`src/rtl/edge_event_arbiter.sv`:
```
// Multi-channel edge-event scheduler: two-stage sampling, per-channel edge capture,
// round-robin sharing onto one valid/ready event port. Optional timestamps via EDGE_ARB_TIMESTAMP_EN.
module edge_event_arbiter #(
  parameter int NCH  = 4,
  parameter int ID_W = 2,
  parameter int TS_W = 16
) (
  input  logic              clk,
  input  logic              rst,
  input  logic [NCH-1:0]    pulse,
  input  logic [2*NCH-1:0]  mode,
  output logic              ev_valid,
  input  logic              ev_ready,
  output logic [ID_W-1:0]   ev_id,
  output logic              ev_rise,
  output logic [NCH-1:0]    ovf,
  input  logic [NCH-1:0]    ovf_clr
`ifdef EDGE_ARB_TIMESTAMP_EN
  ,
  output logic [TS_W-1:0]   ev_ts
`endif
);

  localparam bit CFG_OK = (NCH >= 2) && (NCH <= 16) && ((2 ** ID_W) >= NCH) && (TS_W > 0);

  generate
    if (!CFG_OK) begin : g_bad_cfg
      $error("edge_event_arbiter: invalid NCH/ID_W/TS_W combination");
    end
  endgenerate

  logic [NCH-1:0]  r1, r2;
  logic [NCH-1:0]  pending, pend_rise;
  logic [ID_W-1:0] rr;

  logic [NCH-1:0]  rise_det, fall_det, qual, gmask, drop;
  logic [ID_W-1:0] grant;
  logic            found, slot_free, grant_vld;

`ifdef EDGE_ARB_TIMESTAMP_EN
  logic [TS_W-1:0] ts_cnt;
  logic [TS_W-1:0] pend_ts [NCH];
`endif

  assign rise_det  = r1 & ~r2;
  assign fall_det  = ~r1 & r2;
  assign slot_free = !ev_valid || ev_ready;
  assign grant_vld = slot_free && found;

  always_comb begin
    qual = '0;
    for (int i = 0; i < NCH; i++) begin
      qual[i] = (rise_det[i] & mode[2*i]) | (fall_det[i] & mode[2*i+1]);
    end
  end

  // Rotating search: first pending channel at or after rr, modulo NCH.
  always_comb begin
    grant = '0;
    found = 1'b0;
    for (int off = 0; off < NCH; off++) begin
      if (!found && pending[(int'(rr) + off) % NCH]) begin
        found = 1'b1;
        grant = ID_W'((int'(rr) + off) % NCH);
      end
    end
  end

  always_comb begin
    gmask = '0;
    if (grant_vld) gmask[grant] = 1'b1;
  end

  // A granted channel frees its slot this cycle, so a coincident edge re-captures instead of dropping.
  assign drop = qual & pending & ~gmask;

  always_ff @(posedge clk) begin
    if (rst) begin
      r1        <= '0;
      r2        <= '0;
      pending   <= '0;
      pend_rise <= '0;
      ovf       <= '0;
      rr        <= '0;
      ev_valid  <= 1'b0;
      ev_id     <= '0;
      ev_rise   <= 1'b0;
`ifdef EDGE_ARB_TIMESTAMP_EN
      ts_cnt    <= '0;
      ev_ts     <= '0;
      for (int i = 0; i < NCH; i++) pend_ts[i] <= '0;
`endif
    end else begin
      r1 <= pulse;
      r2 <= r1;
`ifdef EDGE_ARB_TIMESTAMP_EN
      ts_cnt <= ts_cnt + 1'b1;
`endif
      for (int i = 0; i < NCH; i++) begin
        if (qual[i] && !drop[i]) begin
          pending[i]   <= 1'b1;
          pend_rise[i] <= rise_det[i];
`ifdef EDGE_ARB_TIMESTAMP_EN
          pend_ts[i]   <= ts_cnt;
`endif
        end else if (gmask[i]) begin
          pending[i] <= 1'b0;
        end
      end

      ovf <= (ovf & ~ovf_clr) | drop;

      if (slot_free) begin
        if (found) begin
          ev_valid <= 1'b1;
          ev_id    <= grant;
          ev_rise  <= pend_rise[grant];
`ifdef EDGE_ARB_TIMESTAMP_EN
          ev_ts    <= pend_ts[grant];
`endif
          rr       <= (grant == ID_W'(NCH - 1)) ? '0 : grant + ID_W'(1);
        end else begin
          ev_valid <= 1'b0;
        end
      end
    end
  end

endmodule

```
`config.mk`:
```
export PLATFORM = sky130hd
export DESIGN_NAME = edge_event_arbiter
export DESIGN_NICKNAME = d
export VERILOG_FILES = /design/src/rtl/edge_event_arbiter.sv
export SDC_FILE = /design/constraint.sdc
export NUM_CORES = 1
export LEC_CHECK = 0
export CAP_MARGIN = 5
export CORE_MARGIN = 3
export CORE_UTILIZATION = 32
export CTS_CLUSTER_SIZE = 16
export DETAILED_ROUTE_END_ITERATION = 6
export SYNTH_ARGS = -nofsm -noshare
export SYNTH_HDL_FRONTEND = slang
export SYNTH_SLANG_ARGS = --single-unit
```
`constraint.sdc`:
```
create_clock -name clk -period 2.6 [get_ports clk]
set_input_delay 0.65 -clock clk [delete_from_list [all_inputs] [get_ports clk]]
set_output_delay 0.65 -clock clk [all_outputs]
set_load 0.01 [all_outputs]
```
# Word-level counts from Yosys, hierarchy flattened
# Index checks and enable logic that the tools add are counted.
# W data, S select, Z words.
[classes]
n_reduce_logical = 26
add_sub_neg = 4
n_mux = 34
n_eq_ne = 1
n_bitwise = 25
order_cmp = 6
[op_table]
columns = ["op", "count"]
rows = [
  ["$mux W1", 22],
  ["$and A4 B4 Y4", 5],
  ["$not A4 Y4", 4],
  ["$lt A3 B4 Y1 const B", 3],
  ["$bmux W1 S2", 5],
  ["$mux W2", 5],
  ["$logic_and A1 B1 Y1", 9],
  ["$and A1 B1 Y1", 8],
  ["$logic_not A1 Y1", 8],
  ["$reduce_bool A2 Y1", 4],
  ["$lt A2 B3 Y1 const B", 2],
  ["$reduce_or A2 Y1", 3],
  ["$add A2 B1 Y2 const B", 2],
  ["$add A2 B2 Y2 const B", 2],
  ["$mux W4", 1],
  ["$or A1 B1 Y1", 4],
  ["$or A4 B4 Y4", 1],
  ["$and A1 B1 Y1 const A", 3],
  ["$demux W1 S2", 1],
  ["$eq A2 B2 Y1 const B", 1],
  ["$ge A2 B1 Y1 const B", 1],
  ["$reduce_and A2 Y1", 1],
  ["$logic_or A1 B1 Y1", 1],
]
[totals]
word_cells = 111
reg_bits = 26

# Longest topological paths before layout
# Gate-level depths: netlist of the first run.
[depth]
word_depth = 24
mapped_depth = 8

# Worst setup path after synthesis of the first run
# OpenSTA, ideal clock, no wires.
[synth_path]
path_type = "register to register"
start = "register pending[1]"
end = "register pend_rise[3]"
period_less_slack_ns = 1.868
arrival_time_ns = 1.797
setup_time_ns = 0.071
required_ns = 2.529
slack_ns = 0.732
path_stages_with_launch = 8
path_cell_list = "dfxtp_1 -> a21bo_2 -> a221o_2 -> inv_1 -> ha_1 -> a21oi_1 -> or4_1 -> a21oi_1"
[synth_between]
elab_chain_len = 21
[synth_lines]
columns = ["element", "line_no", "rtl"]
rows = [
  ["from (decl)", "33", "logic [NCH-1:0] pending, pend_rise;"],
  ["from (signal assigned)", "81", "pending <= '0;"],
  ["from (signal, indexed assignment)", "101", "pending[i] <= 1'b1;"],
  ["from (signal, indexed assignment)", "107", "pending[i] <= 1'b0;"],
  ["$bmux W1 S2", "62", "if (!found && pending[(int'(rr) + off) % NCH]) begin"],
  ["$mux W1 (not written as such)", "62", ""],
  ["$mux W1", "62", ""],
  ["$logic_not A1 Y1", "62", ""],
  ["$logic_and A1 B1 Y1", "62", ""],
  ["$mux W1", "62", ""],
  ["$logic_not A1 Y1", "62", ""],
  ["$logic_and A1 B1 Y1", "62", ""],
  ["[... 4 more ...]", "n/a", ""],
  ["named net grant[0]", "37", "logic [ID_W-1:0] grant;"],
  ["[... 1 more ...]", "n/a", ""],
  ["$logic_and A1 B1 Y1 (not written as such)", "71", "if (grant_vld) gmask[grant] = 1'b1;"],
  ["$mux W1 (not written as such)", "71", ""],
  ["$demux W1 S2 *", "71", ""],
  ["$mux W4 *", "71", ""],
  ["$not A4 Y4 *", "75", "assign drop = qual & pending & ~gmask;"],
  ["$and A4 B4 Y4 *", "75", ""],
  ["$logic_not A1 Y1 *", "100", "if (qual[i] && !drop[i]) begin"],
  ["$logic_and A1 B1 Y1 *", "100", ""],
  ["to (signal, indexed assignment)", "102", "pend_rise[i] <= rise_det[i];"],
  ["to (decl)", "33", ""],
]
# The timed path passes the listed nets; every way through them passes the cells marked *. The select of a mux whose other input is x is not followed.
# A chain may end at the register's enable or synchronous reset.

# Worst setup path after layout of the first run
[layout_path]
start = "register pending[1]"
end = "register ovf[1]"
[layout_between]
elab_chain_len = 20
[layout_lines]
columns = ["element", "line_no", "rtl"]
rows = [
  ["$bmux W1 S2", "62", ""],
  ["$mux W1 (not written as such)", "62", ""],
  ["$mux W1", "62", ""],
  ["$logic_not A1 Y1", "62", ""],
  ["$logic_and A1 B1 Y1", "62", ""],
  ["$mux W1", "62", ""],
  ["$logic_not A1 Y1", "62", ""],
  ["$logic_and A1 B1 Y1", "62", ""],
  ["[... 4 more ...]", "n/a", ""],
  ["named net grant[0]", "37", ""],
  ["$lt A2 B3 Y1 (not written as such) / $ge A2 B1 Y1 (equally long branches)", "71", ""],
  ["$logic_and A1 B1 Y1 (not written as such)", "71", ""],
  ["$mux W1 (not written as such)", "71", ""],
  ["$demux W1 S2 *", "71", ""],
  ["$mux W4 *", "71", ""],
  ["$not A4 Y4 *", "75", ""],
  ["$and A4 B4 Y4 *", "75", ""],
  ["$or A4 B4 Y4 *", "111", "ovf <= (ovf & ~ovf_clr) | drop;"],
  ["to (signal assigned)", "111", ""],
  ["to (decl)", "16", "output logic [NCH-1:0] ovf,"],
]
# Marked as above.

==> metrics, run 1 <==
Layout area overhead=29.5%; initial DRC count=51; vias post-DR=978; diode count=0; area share of fa/ha/maj cells after synthesis=~4.3%; htree depth=1; post-DP HPWL=1.84 mm; Worst EP arrival=2.38 ns; endpoints failing setup=0; nets@finish=about 180; Slew @ Worst Pin=~0.5 ns; die height=roughly 66 um; hold crit path type=flip-flop to flip-flop; simple-gate portion of the synthesized area=19.0%; CP endpoint kind=flip-flop; Fin. Hold Viols=0; WS Path Type=flip-flop to flip-flop; Synth Area in Compound Gates=between 20% and 30%; final-report max-slew violation count=0; Clock Latency Late Sink=0.31 ns; Avg WL per Cell=12.0 um; Static Leak=roughly 0.59 nW; final instance count without filler cells=199; most common cell in the netlist=dfxtp_1; Overflow after GRT=0; Top FF cell, synth=dfxtp_1; post-synth top area cell=dfxtp_1; pwr/cell area=530 nW/um^2; synth top area cells=dfxtp_1 (45%), a21oi_1 (5.6%), a2bb2oi_1 (5.3%); Synth cell types=32; initial antenna violation count=0; GP Congestion=0.873; CTS tree=yes; RSZ-0062 raised after global routing=no; sequential fraction of the synthesis area=45.2%; share of the synthesized area in the top cell type=45.2%; Post-Syn Instances=127; Synth Net Count=150; CTS Hold Buffers Added=0; Avg Cell Area, Syn=9.07 um^2; Max VDD drop=0.250 mV; max cap viols=0; DRT Wirelength=2.38 mm; number of vias per cell=4.91; CTS sink count=26; Layout Skew=0.00305 ns; CTS buffer count=3; PnR Total Power=roughly 0.79 mW; placed insts=around 200; fin crit period=2.16 ns; setup tns final=0 ns; Fin Hold WS=0.468 ns; largest net degree at the start of global routing=27; Synth async-reset ratio=0%; die area=4360 um^2; CP Data Required Time=2.82 ns; part of the cycle the worst path needs=83.2%; first drt pass iteration count=4; number of synthesized flops with an enable pin=0; Routed Antenna Nets=0; f_max=between 0.4 and 0.5 GHz; Starting Density=34.0%; first-pass GRT wire length=4.08 mm; Die Wd=66.0 um; synth warn=0; layout cells sized above 1=4.58%; XOR/XNOR share of the synthesized area=0%; Std-Cell Rows=21; Post-CTS Resized=0; max_slew headroom=67.3%; CP startpoint kind=flip-flop; clock root cell=clkbuf_4; clk buf depth=2; Syn Std Cell Area=1150 um^2; CORE AREA=around 3400 um^2; CTS clk-pin slew, worst paths=0.14 ns; r2r setup slk=0.44 ns; DR DRC count=0; post-synthesis mux area share=under 10%; most frequent cells after synthesis=dfxtp_1 (26), a21oi_1 (13), inv_1 (13); crit path max fanout=6; Ports=27; number of setup buffers added after CTS=0; number of global-route vias before repair=931; final core occ=44.0%; run status=completed; largest family of logic cells by synthesized area=compound AO/OA/AOI/OAI gates; number of synthesized register bits=26; Port Buffers=26; total track usage=12.3%
per-stage QoR:
step / instance area (um^2) / worst slack, ns
after floorplan: 1150 / 0.732
after global routing: 1490 / 0.248
final: 1490 / 0.438
after CTS: 1490 / 0.431
after detailed placement: 1460 / 0.399
after global placement: 1460 / 0.449
cells in the final DEF, fill, tap and decap left out, drive strengths merged, types with 2 or more instances in the layout:
master	Yosys	layout
nor2b	9	9
clkbuf	4	4
nand2b	2	2
or4	3	3
and3b	2	2
mux2i	4	4
dfxtp	26	26
nor2	8	8
o21ai	6	6
ha	4	4
a2bb2oi	7	7
a31oi	2	2
nand2	3	3
nand3b	3	3
a21boi	3	3
clkdlybuf4s50	0	26
a21o	2	2
a21oi	13	13
inv	13	13
report_power, final:
part / switching (mW) / internal (mW)
Sequential: 0.0191 / 0.421
Combinational: 0.0695 / 0.0809
Clock: 0.116 / 0.0856
Total: 0.204 / 0.587
final cells by class:
| type | instances | area, um^2 |
|---|---|---|
| fillers | 354 | 1900 |
| multi-input cells | 83 | 562 |
| clock buffers | 4 | 36.3 |
| inverters | 13 | 48.8 |
| well taps | 46 | 57.6 |
| flip-flops and latches | 26 | 520 |
| repair buffers | 27 | 268 |
cell families (layout without fill, tap and decap cells):
kind of cell | after synthesis | in the layout
compound gates | 38 | 38
fa+ha+maj | 4 | 4
buf+inv | 18 | 44
flops | 26 | 26
mux | 4 | 4
simple gates | 37 | 37
sequential cells by signal (all words and copies together) (netlist names):
name and count:
rr 2, r2 4, ev_rise 1, ovf 4
r1 4, pending 4, ev_id 2, pend_rise 4
ev_valid 1
final timing paths:
check,from,end,depth (start not counted)
worst min register to register,ev_id[1],ev_id[1],2
worst min-delay path,ev_id[1],ev_id[1],2
worst max-delay path,pending[1],ovf[1],8
worst max register to register,pending[1],ovf[1],8
critical path, stage by stage (launching register included):
cell and delay (ns):
dfxtp_1 0.44, a21bo_2 0.24, a221o_2 0.41, inv_1 0.14, ha_1 0.17, inv_1 0.04, o21ai_0 0.35, a2bb2oi_1 0.22
nor2_1 0.05
routing by layer:
| metal | routed length [um] | GRT usage, % | vias to the layer above |
|---|---|---|---|
| met5 | 0 | 0 | - |
| met4 | 23 | 4.57 | 0 |
| met3 | 181 | 5.10 | 2 |
| met2 | 1120 | 19.8 | 35 |
| met1 | 1060 | 14.4 | 447 |
| li1 | - | - | 494 |
No activity file was read; power rests on OpenSTA's default activity.
==> inputs of run 2 (changes only) <==
- clock period: 2.6 -> 1.9 ns (I/O delays scaled with it)
==> run 2 against run 1 <==
The run now ends with setup timing left. Non-clock buffer count increased by 20. Clock power increased by 39%. Sequential power increased by 37%. Clock skew increased by 0.0025 ns. Routed wire length increased by 14%. Fmax increased by 10%. Flip-flop and latch count unchanged. Final area increased by 15%. Total power increased by 50%. Cell count increased by 10%. Register-to-register slack got worse by 0.50 ns. Critical path type unchanged. Critical endpoint is now pend_rise[3]. Largest power group unchanged. Highest routed layer unchanged.
==> metrics, run 2 (same netlist as run 1, synthesis figures left out) <==
Starting Density=34.0% (unchanged); final core occ=50.7% (+6.6 points); part of the cycle the worst path needs=103% (+20 points); CP Data Required Time=2.18 ns (-0.64 ns); most common cell after layout, fill and taps aside=clkdlybuf4s50_1; Fin Hold WS=0.466 ns (-0.00180 ns); CP endpoint kind=flip-flop; fin crit period=1.97 ns (-0.197 ns); final-report max-slew violation count=0 (unchanged); hold wc startpoint=ev_id[1]; cell repeated most along the worst path=a21oi_2; CTS buffer count=3 (unchanged); vias post-DR=1061 (+8.5%); Layout area overhead=49.1%; Worst Hold Endpoint=ev_id[1]; max cap viols=0 (unchanged); first drt pass iteration count=4 (unchanged); largest net degree at the start of global routing=27 (unchanged); CP max-delay cell=or4_4; layout cells sized above 1=24.9% (+20 points); GP Congestion=0.810 (-7.2%); initial antenna violation count=0 (unchanged); CP startpoint kind=flip-flop; Die Wd=66.0 um (unchanged); Overflow after GRT=0 (unchanged); die height=66.0 um (unchanged); Fin. Hold Viols=0 (unchanged); die area=4360 um^2 (unchanged); Max VDD drop=0.313 mV (+25%); endpoints failing setup=3 (+3); Worst path top cell family by delay=simple AND/OR/NAND/NOR gates; Ports=27 (unchanged); total track usage=13.0% (+0.78 points); violated checks=setup timing; final worst slack=-0.0653 ns (-0.503 ns); Slowest Stage Delay on Critical Path=0.52 ns (+0.08 ns); Std-Cell Rows=21 (unchanged); run status=complete, but fails checks; RSZ-0062 raised after global routing=yes; diode count=0 (unchanged); initial DRC count=41 (-20%); nets@finish=197 (+11%); Layout Skew=0.00551 ns (+0.00246 ns); pwr/cell area=690 nW/um^2 (+30%); htree depth=1 (unchanged); Worst EP arrival=2.24 ns (-0.14 ns); Slew @ Worst Pin=0.528 ns (+0.0409 ns); Port Buffers=26 (unchanged); R2R Path Start=pending[3]; clk buf depth=2 (unchanged); CTS sink count=26 (unchanged); r2r worst-path depth=9 (+1); CP cell instances=buf_4, buf_4, a21oi_2, or3_4, inv_4, ha_4, a21oi_2, or4_4, a21oi_2; crit path buf inv count=3 (+1); r2r setup slk=-0.07 ns (-0.50 ns); hold depth=2 (unchanged); setup tns final=-0.104 ns (-0.104 ns); Routed Antenna Nets=0 (unchanged); DR DRC count=0 (unchanged); crit path max fanout=2 (-4); number of global-route vias before repair=1001 (+7.5%); CTS tree=yes; max_slew headroom=64.5% (-2.8 points); DRT Wirelength=2.70 mm (+14%); hold crit path type=flip-flop to flip-flop; Worst path depth=9 (+1); R2R Path End=pend_rise[3]; CORE AREA=3390 um^2 (unchanged); first-pass GRT wire length=4.36 mm (+6.9%); most frequent cells in the layout=clkdlybuf4s50_1 (26), dfxtp_1 (22), buf_4 (21); WS Path Type=flip-flop to flip-flop; Clock Latency Late Sink=0.32 ns (about the same); Avg WL per Cell=12.3 um (+3.2%); f_max=0.509 GHz (+10%); CTS clk-pin slew, worst paths=0.14 ns (about the same); Static Leak=0.693 nW (+17%); clock root cell=clkbuf_4; number of vias per cell=4.84 (-1.4%); post-DP HPWL=1.97 mm (+7.0%)
[run 2: changes by cell type in the layout (fill, tap and decap cells not counted), moves of 3 or more]
| cell | previous run | this run |
|---|---|---|
| a21oi_2 | 0 | 3 |
| dfxtp_1 | 26 | 22 |
| buf_4 | 1 | 21 |
| a21oi_1 | 13 | 10 |
[run 2: worst max-delay path by stage]
stage,endpoint,startpoint
2_1_floorplan,pend_rise[3],pending[1]
3_3_place_gp,ovf[1],pending[1]
3_5_place_dp,pend_rise[3],pending[3]
4_1_cts,pend_rise[3],rr[1]
5_1_grt,pend_rise[3],pending[3]
6_report,pend_rise[3],pending[3]
[run 2: final cells by class]
| class | count | area [um^2] |
|---|---|---|
| multi-input combinational | 83 | 622 |
| inverter | 13 | 53.8 |
| sequential | 26 | 531 |
| timing repair buffer | 47 | 418 |
| tap | 46 | 57.6 |
| fill | 321 | 1670 |
| clock buffer | 4 | 36.3 |
[run 2: metrics by stage]
stage	instance area (um^2)	power, mW	worst slack, ns	cells
after detailed placement	1550	0.861	-0.157	208
after floorplan	1150	0.738	0.0324	127
after global routing	1720	1.25	-0.153	219
after CTS	1630	1.16	-0.0576	215
final	1720	1.19	-0.0653	219
after global placement	1550	0.852	-0.0997	208
[run 2: repair_timing]
item / 4_1_cts / 5_1_grt
gates resized for setup: 10 / 14
pin swaps: 0 / 9
gates cloned: 0 / 0
buffers inserted: 3 / 4
hold buffers: 0 / 0
endpoints found under the setup margin: 4 / 5
[run 2: worst reg2reg max path, delay by kind of cell (launching register included)]
family	cells	cell delay (ns)
flops	1	0.35
buf+inv	3	0.29
simple gates	2	0.92
fa+ha+maj	1	0.14
compound gates	3	0.22
[run 2: power breakdown]
group | switching, mW | internal (mW) | leakage [nW]
clock network | 0.162 | 0.117 | 0.0210
logic | 0.128 | 0.173 | 0.457
registers | 0.0265 | 0.578 | 0.215
[run 2: layer usage]
layer,track usage (%),wire (um)
met4,7.61,112
met2,21.7,1290
met5,0,0
met1,15.7,1220
met3,2.21,90
